==> src/rtl/timer_irq_pkg.sv <==
// rtl/timer_irq_pkg.sv - register offsets, mode codes and FSM states for the countdown timer
package timer_irq_pkg;

  // Word offsets seen on Addr
  localparam logic [1:0] TIMER_CTRL   = 2'd0;
  localparam logic [1:0] TIMER_PRESET = 2'd1;
  localparam logic [1:0] TIMER_COUNT  = 2'd2;

  // MODE field values; codes 2 and 3 fall back to one-shot behaviour
  localparam logic [1:0] TIMER_MODE_ONCE   = 2'd0;
  localparam logic [1:0] TIMER_MODE_RELOAD = 2'd1;

  typedef enum logic [1:0] {
    TIMER_IDLE = 2'd0,
    TIMER_LOAD = 2'd1,
    TIMER_CNT  = 2'd2,
    TIMER_INT  = 2'd3
  } state_t;

  // Only these bits of a CTRL write are stored
  typedef struct packed {
    logic       im;
    logic [1:0] mode;
    logic       en;
  } ctrl_t;

endpackage

==> src/rtl/timer_irq_if.sv <==
// rtl/timer_irq_if.sv - bridge-side register bus plus interrupt line of the timer
interface timer_irq_if #(
  parameter int WIDTH = 32
);
  logic [1:0]       Addr;
  logic             WE;
  logic [WIDTH-1:0] Din;
  logic [WIDTH-1:0] Dout;
  logic             IRQ;

  modport master (
    output Addr, WE, Din,
    input  Dout, IRQ
  );

  modport slave (
    input  Addr, WE, Din,
    output Dout, IRQ
  );
endinterface

==> src/rtl/timer_irq.sv <==
// rtl/timer_irq.sv - memory-mapped countdown timer driving one HWInt interrupt bit
module timer_irq
  import timer_irq_pkg::*;
#(
  parameter int WIDTH = 32
) (
  input logic        Clk,
  input logic        Reset,
  timer_irq_if.slave bus
);

  ctrl_t            ctrl;
  logic [WIDTH-1:0] preset;
  logic [WIDTH-1:0] count;
  state_t           state;
  logic             irq_flag;

  logic reg_write;
  logic reload_mode;

  // Only CTRL and PRESET writes matter; COUNT and the unused slot ignore WE
  assign reg_write   = bus.WE && ((bus.Addr == TIMER_CTRL) || (bus.Addr == TIMER_PRESET));
  assign reload_mode = (ctrl.mode == TIMER_MODE_RELOAD);

  // Register file and countdown FSM; a software write overrides the FSM on that edge
  always_ff @(posedge Clk or negedge Reset) begin
    if (!Reset) begin
      ctrl     <= '0;
      preset   <= '0;
      count    <= '0;
      state    <= TIMER_IDLE;
      irq_flag <= 1'b0;
    end else if (reg_write) begin
      if (bus.Addr == TIMER_CTRL) begin
        ctrl <= ctrl_t'(bus.Din[3:0]);
      end else begin
        preset <= bus.Din;
      end
      state    <= TIMER_IDLE;
      irq_flag <= 1'b0;
    end else begin
      case (state)
        TIMER_IDLE: begin
          if (ctrl.en) begin
            state <= TIMER_LOAD;
          end
        end
        TIMER_LOAD: begin
          count <= preset;
          state <= TIMER_CNT;
        end
        TIMER_CNT: begin
          if (!ctrl.en) begin
            state <= TIMER_IDLE;
          end else if (count > WIDTH'(1)) begin
            count <= count - WIDTH'(1);
          end else begin
            // PRESET of 0 lands here straight away, so it behaves like 1
            count <= '0;
            state <= TIMER_INT;
          end
        end
        TIMER_INT: begin
          if (reload_mode) begin
            state <= TIMER_LOAD;
          end else begin
            ctrl.en  <= 1'b0;
            irq_flag <= 1'b1;
            state    <= TIMER_IDLE;
          end
        end
        default: state <= TIMER_IDLE;
      endcase
    end
  end

  // Read mux; CTRL upper bits are not stored and read back as zero
  always_comb begin
    bus.Dout = '0;
    case (bus.Addr)
      TIMER_CTRL:   bus.Dout = {{(WIDTH-4){1'b0}}, ctrl};
      TIMER_PRESET: bus.Dout = preset;
      TIMER_COUNT:  bus.Dout = count;
      default:      bus.Dout = '0;
    endcase
  end

  // Reload mode gives a single-cycle pulse; one-shot holds via irq_flag until serviced
  assign bus.IRQ = ctrl.im & (reload_mode ? (state == TIMER_INT)
                                          : (irq_flag | (state == TIMER_INT)));

endmodule

==> src/flat_wrapper.sv <==
// flat-port wrapper written by rule: the top's interface ports become plain ports
module timer_irq_flat import timer_irq_pkg::*;
#(
  parameter int WIDTH = 32
)
  (Clk, Reset, bus_Addr, bus_WE, bus_Din, bus_Dout, bus_IRQ);
  timer_irq_if #(.WIDTH(WIDTH)) bus_i ();
  input logic Clk;
  input logic Reset;
  input wire logic [$bits(bus_i.Addr)-1:0] bus_Addr;
  input wire logic [$bits(bus_i.WE)-1:0] bus_WE;
  input wire logic [$bits(bus_i.Din)-1:0] bus_Din;
  output wire logic [$bits(bus_i.Dout)-1:0] bus_Dout;
  output wire logic [$bits(bus_i.IRQ)-1:0] bus_IRQ;
  assign bus_i.Addr = bus_Addr;
  assign bus_i.WE = bus_WE;
  assign bus_i.Din = bus_Din;
  assign bus_Dout = bus_i.Dout;
  assign bus_IRQ = bus_i.IRQ;
  timer_irq #(.WIDTH(WIDTH)) u_core (.Clk(Clk), .Reset(Reset), .bus(bus_i));
endmodule
==> config.mk <==
export PLATFORM = sky130hd
export DESIGN_NAME = timer_irq_flat
export DESIGN_NICKNAME = d
export VERILOG_FILES = /design/src/rtl/timer_irq_pkg.sv /design/src/rtl/timer_irq_if.sv /design/src/rtl/timer_irq.sv /design/src/flat_wrapper.sv
export SDC_FILE = /design/constraint.sdc
export NUM_CORES = 1
export LEC_CHECK = 0
export CORE_AREA = 2 2 129 68
export CTS_CLUSTER_DIAMETER = 200
export DETAILED_ROUTE_END_ITERATION = 6
export DIE_AREA = 0 0 131 70
export PLACE_DENSITY = 0.86
export RECOVER_POWER = 25
export SYNTH_ARGS = -nofsm -noshare
export SYNTH_HDL_FRONTEND = slang
export SYNTH_SLANG_ARGS = --single-unit
==> constraint.sdc <==
create_clock -name Clk -period 2.8 [get_ports Clk]
set_input_delay 0.56 -clock Clk [delete_from_list [all_inputs] [get_ports Clk]]
set_output_delay 0.56 -clock Clk [all_outputs]
set_load 0.02 [all_outputs]
==> summary.txt, run 1 <==
Synth
  – Seq/Total Area, Yosys: 41.5%
  – Distinct cells, synth: 61
  – Synthesized cell area: 0.00428 mm^2
  – Area leader, netlist: dfrtp_1
  – Portion of netlist area occupied by mux cells: 10.1%
  – Syn nets: 469
  – Ys flop type: dfrtp_1
  – Largest family of logic cells by synthesized area: compound AO/OA/AOI/OAI gates
  – Share of the synthesized area in the top cell type: 41.5%
  – Post-synthesis register bit count: 71
  – Simple-Gate Fraction of Synth Area: 16.8%
  – Post-synthesis adder-cell area fraction: 1.75%
  – Post-Synthesis Cells: 426
  – Avg Inst Size Synth: 10.0 um^2
  – Post-synth EDFFs: 0
  – Synth Area in Compound Gates: 23.4%
  – Synth top area cells: dfrtp_1 (42%), mux2_2 (9.2%), a22o_1 (8.8%)
  – XOR/XNOR Fraction of Synth Area: 0%
  – Asr flop ratio synth: 100%
  – Synth Warn #: 0

Power and ir drop
  – Pwr/cell area: 1020 mW/mm^2
  – Peak supply drop: 0.454 mV
  – Lkg Pwr: 2.40 nW

Final layout
  – Fill cells: 636
  – Multi-input logic area: 0.00223 mm^2
  – Antenna Cells: 0
  – Nets: 554
  – P&R area growth vs syn: 28.8%
  – Post-Route Utilization: 66.7%
  – Commonest non-fill, non-tap cells in the layout: dfrtp_1 (71), a22o_1 (43), clkdlybuf4s50_1 (36)
  – FF/Latch Area: 0.00178 mm^2
  – Layout cells sized above 1: 21.9%
  – Most common cell after layout, fill and taps aside: dfrtp_1

Clocking
  – H-tree depth reported by CTS: 3
  – CTS Buffer Depth: 2
  – Root Buffer: clkbuf_16
  – Clock Latency Late Sink: 0.34 ns
  – Hold_buf cts: 0
  – CTS tree: built
  – Clock Sinks: 71
  – Clk pin slew, worst setup/hold paths: 0.06 ns
  – Num CTS Buffers: 9

Floorplanning
  – Die W: 131 um
  – Number of I/O pins: 70
  – FP Rows: 24
  – Core area: 0.00826 mm^2
  – Initial Util: 51.8%
  – DIE HEIGHT: 70 um
  – Die area: 0.00917 mm^2

Routing
  – Number of nets with antenna violations after routing: 0
  – Via count: 3993
  – Routed WL: 12.3 mm
  – Iter 0 DRT Violations: 605
  – Per-cell routed wire length: 19.4 um
  – Drt first pass iters: 6
  – DRC violations left: 0
  – Vias per cell: 6.31

Setup path
  – Reg2reg setup slack: 0.20 ns
  – Critical Path Source Type: input port
  – WP data arrival: 2.10 ns
  – Setup crit end kind: primary output
  – Worst endpoint required time: 2.24 ns
  – Critical R2R Capture: u_core.count[2]$_DFFE_PN0P_
  – Critical register-to-register path startpoint: u_core.count[28]$_DFFE_PN0P_
  – CP Max Fanout: 18
  – R2R depth: 6
  – Kind of critical path: in2out

Job
  – Maxcap violations: 2

STA
  – Minimum clock period: 2.66 ns
  – RSZ-0062 raised after global routing: no
  – Max-slew violation count: 63
  – Max frequency: 0.376 GHz
  – Rel. slew slack: -14.8%
  – Min Hold Slack: 0.202 ns
  – Fin crit share: 95.0%
  – Setup total negative slack: 0 ns
  – Final Setup Violations: 0
  – Fin. Hold Viols: 0
  – Worst-Margin Slew: 1.72 ns
  – Clock skew: 0.00394 ns

Global routing
  – Pin count of the biggest net entering global routing: 32
  – GRT Util Overall: 28.5%
  – Vias in the first global route: 3934
  – Overflow after GRT: 0
  – First-pass GRT wire length: 20.4 mm
  – Initial antenna violation count: 0

Outcome
  – Status: finished with violations
  – Failing checks: capacitance limit, slew limit

Min path
  – Hold Path Class: in2async

Place
  – Port Buffers: 69
  – Final HPWL DP: 8.91 mm
  – RePlAce Congestion: 0.962
## per-stage QoR
stage | total power, mW | instance area [um^2] | cells | setup slack, ns
after floorplan | 3.46 | 4280 | 426 | 0.337
after global placement | 4.25 | 5220 | 617 | -0.0315
after detailed placement | 4.35 | 5220 | 617 | -0.0993
after CTS | 5.57 | 5520 | 633 | 0.172
after global routing | 5.94 | 5510 | 633 | 0.0593
final | 5.60 | 5510 | 633 | 0.139
## synthesized netlist by cell type, drive strengths merged, types with 2 or more instances
| master | count |
|---|---|
| mux2i | 4 |
| and3 | 6 |
| o21ai | 26 |
| o22ai | 5 |
| buf | 14 |
| a22o | 44 |
| dfrtp | 71 |
| mux2 | 35 |
| nand2 | 19 |
| nand3 | 15 |
| a21oi | 15 |
| inv | 23 |
| or4 | 10 |
| or3 | 6 |
| a221o | 3 |
| a31oi | 5 |
| nor2 | 22 |
| o32a | 4 |
| o211ai | 2 |
| a32o | 2 |
| nand4 | 7 |
| o31ai | 3 |
| a32oi | 4 |
| clkbuf | 17 |
| a41oi | 2 |
| nor3 | 12 |
| nand2b | 3 |
| or2 | 3 |
| o311ai | 2 |
| ha | 6 |
| nor2b | 6 |
| o2bb2ai | 4 |
| nor4 | 14 |
## critical path: stages
cell and delay, ns:
clkdlybuf4s50_1 0.55, nor2b_2 0.25, buf_6 0.22, a22o_1 0.17, dlygate4sd2_1 0.34
## worst max path at each step
stage                                      start                      endpoint  slack [ns]  cells past startpoint
finish                               bus_Addr[0]                  bus_Dout[30]        0.14                      5
global route                         bus_Addr[0]                   bus_Dout[0]        0.06                      6
CTS                                  bus_Addr[0]                  bus_Dout[30]        0.17                      5
detailed placement                   bus_Addr[0]                  bus_Dout[30]        -0.1                      5
global placement                     bus_Addr[0]                   bus_Dout[2]       -0.03                      6
floorplan           u_core.count[28]$_DFFE_PN0P_  u_core.count[10]$_DFFE_PN0P_        0.34                      6
## logic make-up (layout without fill, tap and decap cells)
kind of cell             after synthesis  in the layout
AO/OA/AOI/OAI                        130            130
adder cells (fa/ha/maj)                6              6
buffers and inverters                 55            145
flip-flops                            71             71
multiplexers                          39             39
AND/OR/NAND/NOR                      125            125
## repair_timing
| item | CTS | global route |
|---|---|---|
| setup buffers | 0 | 0 |
| endpoints found under the setup margin | 32 | 0 |
| resized for setup | 34 | 0 |
| hold endpoints to repair | 0 | 0 |
## power breakdown
group          internal (mW)  switching, mW  leakage (nW)
combinational           1.11           1.41          1.38
clock                  0.826          0.440         0.158
sequential              1.37          0.444         0.865
total                   3.31           2.29          2.40
## per-layer routing
layer	track usage [%]	part of all wire, %	vias to the layer above
li1	-	-	1799
met1	43.8	47	1944
met2	39.4	42	231
met3	7.74	9.6	19
met4	7.45	1.3	0
met5	0	0	-
## state kept, by name (all words and copies together), names as in the netlist
name             cells
u_core.preset       32
u_core.count        32
u_core.ctrl          4
u_core.irq_flag      1
u_core.state         2
## final cells by class
cell class | instances | area share (%)
repair buffers | 106 | 17.0
inverters | 23 | 1.57
multi-input cells | 300 | 40.5
clock buffers | 11 | 4.59
well taps | 117 | 2.66
flip-flops and latches | 71 | 32.3
clock inverters | 5 | 1.45
No activity file was read; power rests on OpenSTA's default activity.
==> inputs of run 2 (changes only) <==
--- a/config.mk
+++ b/config.mk
@@ -5,10 +5,11 @@
 export SDC_FILE = /design/constraint.sdc
 export NUM_CORES = 1
 export LEC_CHECK = 0
-export CORE_AREA = 2 2 129 68
+export CORE_AREA = 4 4 131 70
 export CTS_CLUSTER_DIAMETER = 200
 export DETAILED_ROUTE_END_ITERATION = 6
-export DIE_AREA = 0 0 131 70
+export DIE_AREA = 0 0 135 74
+export HOLD_SLACK_MARGIN = 0.08
 export PLACE_DENSITY = 0.86
 export RECOVER_POWER = 25
 export SYNTH_ARGS = -nofsm -noshare
==> summary.txt, run 2 (same netlist as run 1, synthesis figures left out) <==
Setup path
  – Most frequent CP cell: or4_4
  – Reg2reg setup slack: 0.12 ns (was 0.20 ns)
  – Critical Path Source Type: flop (was input port)
  – Worst endpoint required time: 3.01 ns (was 2.24 ns)
  – Setup crit end kind: flop (was primary output)
  – Buf+Inv Stages, Crit Path: 1 (was 3)
  – Slowest CP cell: or4_4 (was clkdlybuf4s50_1)
  – Kind of critical path: reg2reg (was in2out)
  – Delay-heaviest family, CP: simple AND/OR/NAND/NOR gates (was buffers and inverters)
  – CP Max Fanout: 14 (was 18)
  – Crit path largest cell delay: 0.57 ns (was 0.55 ns)
  – Crit path cell chain: or4_4, or4_4, o31ai_4, buf_4, o21ai_2, a221o_1 (was clkdlybuf4s50_1, nor2b_2, buf_6, a22o_1, dlygate4sd2_1)
  – WP data arrival: 2.89 ns (was 2.10 ns)

Clocking
  – Setup Fix Bufs, Post-CTS: 0 (unchanged)
  – H-tree depth reported by CTS: 3 (unchanged)
  – Clock Sinks: 71 (unchanged)
  – Root Buffer: clkbuf_16 (unchanged)
  – Clock Latency Late Sink: 0.34 ns (about the same)
  – CTS Buffer Depth: 2 (unchanged)
  – CTS tree: built (unchanged)
  – Num CTS Buffers: 9 (unchanged)
  – Clk pin slew, worst setup/hold paths: 0.06 ns (about the same)

Power and ir drop
  – Lkg Pwr: 2.42 nW (was 2.40 nW)
  – Peak supply drop: 0.466 mV (was 0.454 mV)
  – Design Power: 5.58 mW (was 5.60 mW)
  – Pwr/cell area: 1010 mW/mm^2 (was 1020 mW/mm^2)

Routing
  – Number of nets with antenna violations after routing: 0 (unchanged)
  – Via count: 4057 (was 3993)
  – Iter 0 DRT Violations: 563 (was 605)
  – Routed WL: 12.8 mm (was 12.3 mm)
  – DRC violations left: 0 (unchanged)
  – Per-cell routed wire length: 20.2 um (was 19.4 um)
  – Drt first pass iters: 5 (was 6)
  – Vias per cell: 6.41 (was 6.31)

Floorplanning
  – DIE HEIGHT: 74 um (was 70 um)
  – Core area: 0.00791 mm^2 (was 0.00826 mm^2)
  – Die W: 135 um (was 131 um)
  – Number of I/O pins: 70 (unchanged)
  – Initial Util: 54.1% (was 51.8%)
  – FP Rows: 23 (was 24)
  – Die area: 0.00999 mm^2 (was 0.00917 mm^2)

Global routing
  – Pin count of the biggest net entering global routing: 34 (was 32)
  – Overflow after GRT: 0 (unchanged)
  – First-pass GRT wire length: 20.7 mm (was 20.4 mm)
  – GRT Util Overall: 26.4% (was 28.5%)
  – Initial antenna violation count: 0 (unchanged)
  – Vias in the first global route: 4073 (was 3934)

Final layout
  – P&R area growth vs syn: 29.1% (was 28.8%)
  – Most common cell after layout, fill and taps aside: dfrtp_1 (unchanged)
  – Fill cells: 608 (was 636)
  – Post-Route Utilization: 69.8% (was 66.7%)
  – Antenna Cells: 0 (unchanged)
  – Top flop regs: u_core.count (32), u_core.preset (32), u_core.ctrl (4) (unchanged)
  – Commonest non-fill, non-tap cells in the layout: dfrtp_1 (71), a22o_1 (43), buf_4 (38) (was dfrtp_1 (71), a22o_1 (43), clkdlybuf4s50_1 (36))
  – Layout cells sized above 1: 21.9% (about the same)
  – Nets: 560 (was 554)

STA
  – Clock skew: 0.0107 ns (was 0.00394 ns)
  – Rel. slew slack: 14.3% (was -14.8%)
  – Worst-Margin Slew: 1.29 ns (was 1.72 ns)
  – Fin crit share: 95.7% (was 95.0%)
  – Minimum clock period: 2.68 ns (was 2.66 ns)
  – RSZ-0062 raised after global routing: no (unchanged)
  – Max frequency: 0.373 GHz (was 0.376 GHz)
  – Fin. Hold Viols: 0 (unchanged)
  – Final Setup Violations: 0 (unchanged)
  – Max-slew violation count: 0 (was 63)

Place
  – RePlAce Congestion: 1.00 (was 0.962)
  – Final HPWL DP: 8.67 mm (was 8.91 mm)
  – Port Buffers: 69 (unchanged)

Job
  – Maxcap violations: 0 (was 2)

Min path
  – Hold Path Class: in2async (unchanged)

Outcome
  – Status: finished, final reports clean (was finished with violations)
run 2: repair_timing:
action / in CTS / in global routing
hold buffers: 0 / 0
gates resized for setup: 32 / 0
setup endpoints to repair: 32 / 0
run 2: worst paths after layout:
path | start | end | depth (start not counted)
max in group asynchronous | Reset | u_core.count[17]$_DFFE_PN0P_ | 2
min in group Clk | u_core.preset[17]$_DFFE_PN0P_ | u_core.count[17]$_DFFE_PN0P_ | 2
max reg2reg | u_core.count[30]$_DFFE_PN0P_ | u_core.count[10]$_DFFE_PN0P_ | 6
min reg2reg | u_core.preset[17]$_DFFE_PN0P_ | u_core.count[17]$_DFFE_PN0P_ | 2
max | u_core.count[30]$_DFFE_PN0P_ | u_core.count[10]$_DFFE_PN0P_ | 6
min | Reset | u_core.count[24]$_DFFE_PN0P_ | 1
run 2: per-layer routing:
layer / global-route usage [%] / vias up / part of all wire [%]
met2: 41.9 / 213 / 46
met1: 35.6 / 2000 / 43
li1: - / 1813 / -
met5: 0 / - / 0
met4: 9.72 / 0 / 1.9
met3: 6.82 / 31 / 9.1
run 2: final cells by class:
class / instances / area [um^2] / share of cell area [%]
multi-input combinational: 300 / 2230 / 40.4
sequential: 71 / 1780 / 32.2
timing repair buffer: 112 / 1010 / 18.4
clock buffer: 14 / 244 / 4.42
tap: 112 / 140 / 2.54
inverter: 23 / 86.3 / 1.56
clock inverter: 1 / 30.0 / 0.544
run 2: metrics by stage:
| step | cell area, um^2 | setup WS (ns) | setup TNS, ns | std cells | hold slack (ns) |
|---|---|---|---|---|---|
| 3_5_place_dp | 5290 | -0.0575 | -0.790 | 618 | 0.504 |
| 2_1_floorplan | 4280 | 0.337 | 0 | 426 | 0.264 |
| 3_3_place_gp | 5290 | -0.0132 | -0.0258 | 618 | 0.487 |
| 6_report | 5520 | 0.119 | 0 | 633 | 0.488 |
| 5_1_grt | 5520 | 0.0861 | 0 | 633 | 0.527 |
| 4_1_cts | 5530 | 0.151 | 0 | 633 | 0.214 |
run 2: worst register-to-register path: stages (launching register included):
cell and delay (ns):
dfrtp_1 0.42, or4_4 0.57, or4_4 0.57, o31ai_4 0.33
buf_4 0.27, o21ai_2 0.09, a221o_1 0.30
run 2: where the power goes:
group,total [mW],switching (mW),internal (mW)
sequential,1.79,0.419,1.37
combinational,2.69,1.49,1.19
clock,1.10,0.414,0.686
==> inputs of run 3 (changes only) <==
--- a/config.mk
+++ b/config.mk
@@ -15,3 +15,4 @@
 export SYNTH_ARGS = -nofsm -noshare
 export SYNTH_HDL_FRONTEND = slang
 export SYNTH_SLANG_ARGS = --single-unit
+export TNS_END_PERCENT = 30
==> results of run 3 <==
No change in the layout: final DEF, timing and power equal those of run 2.
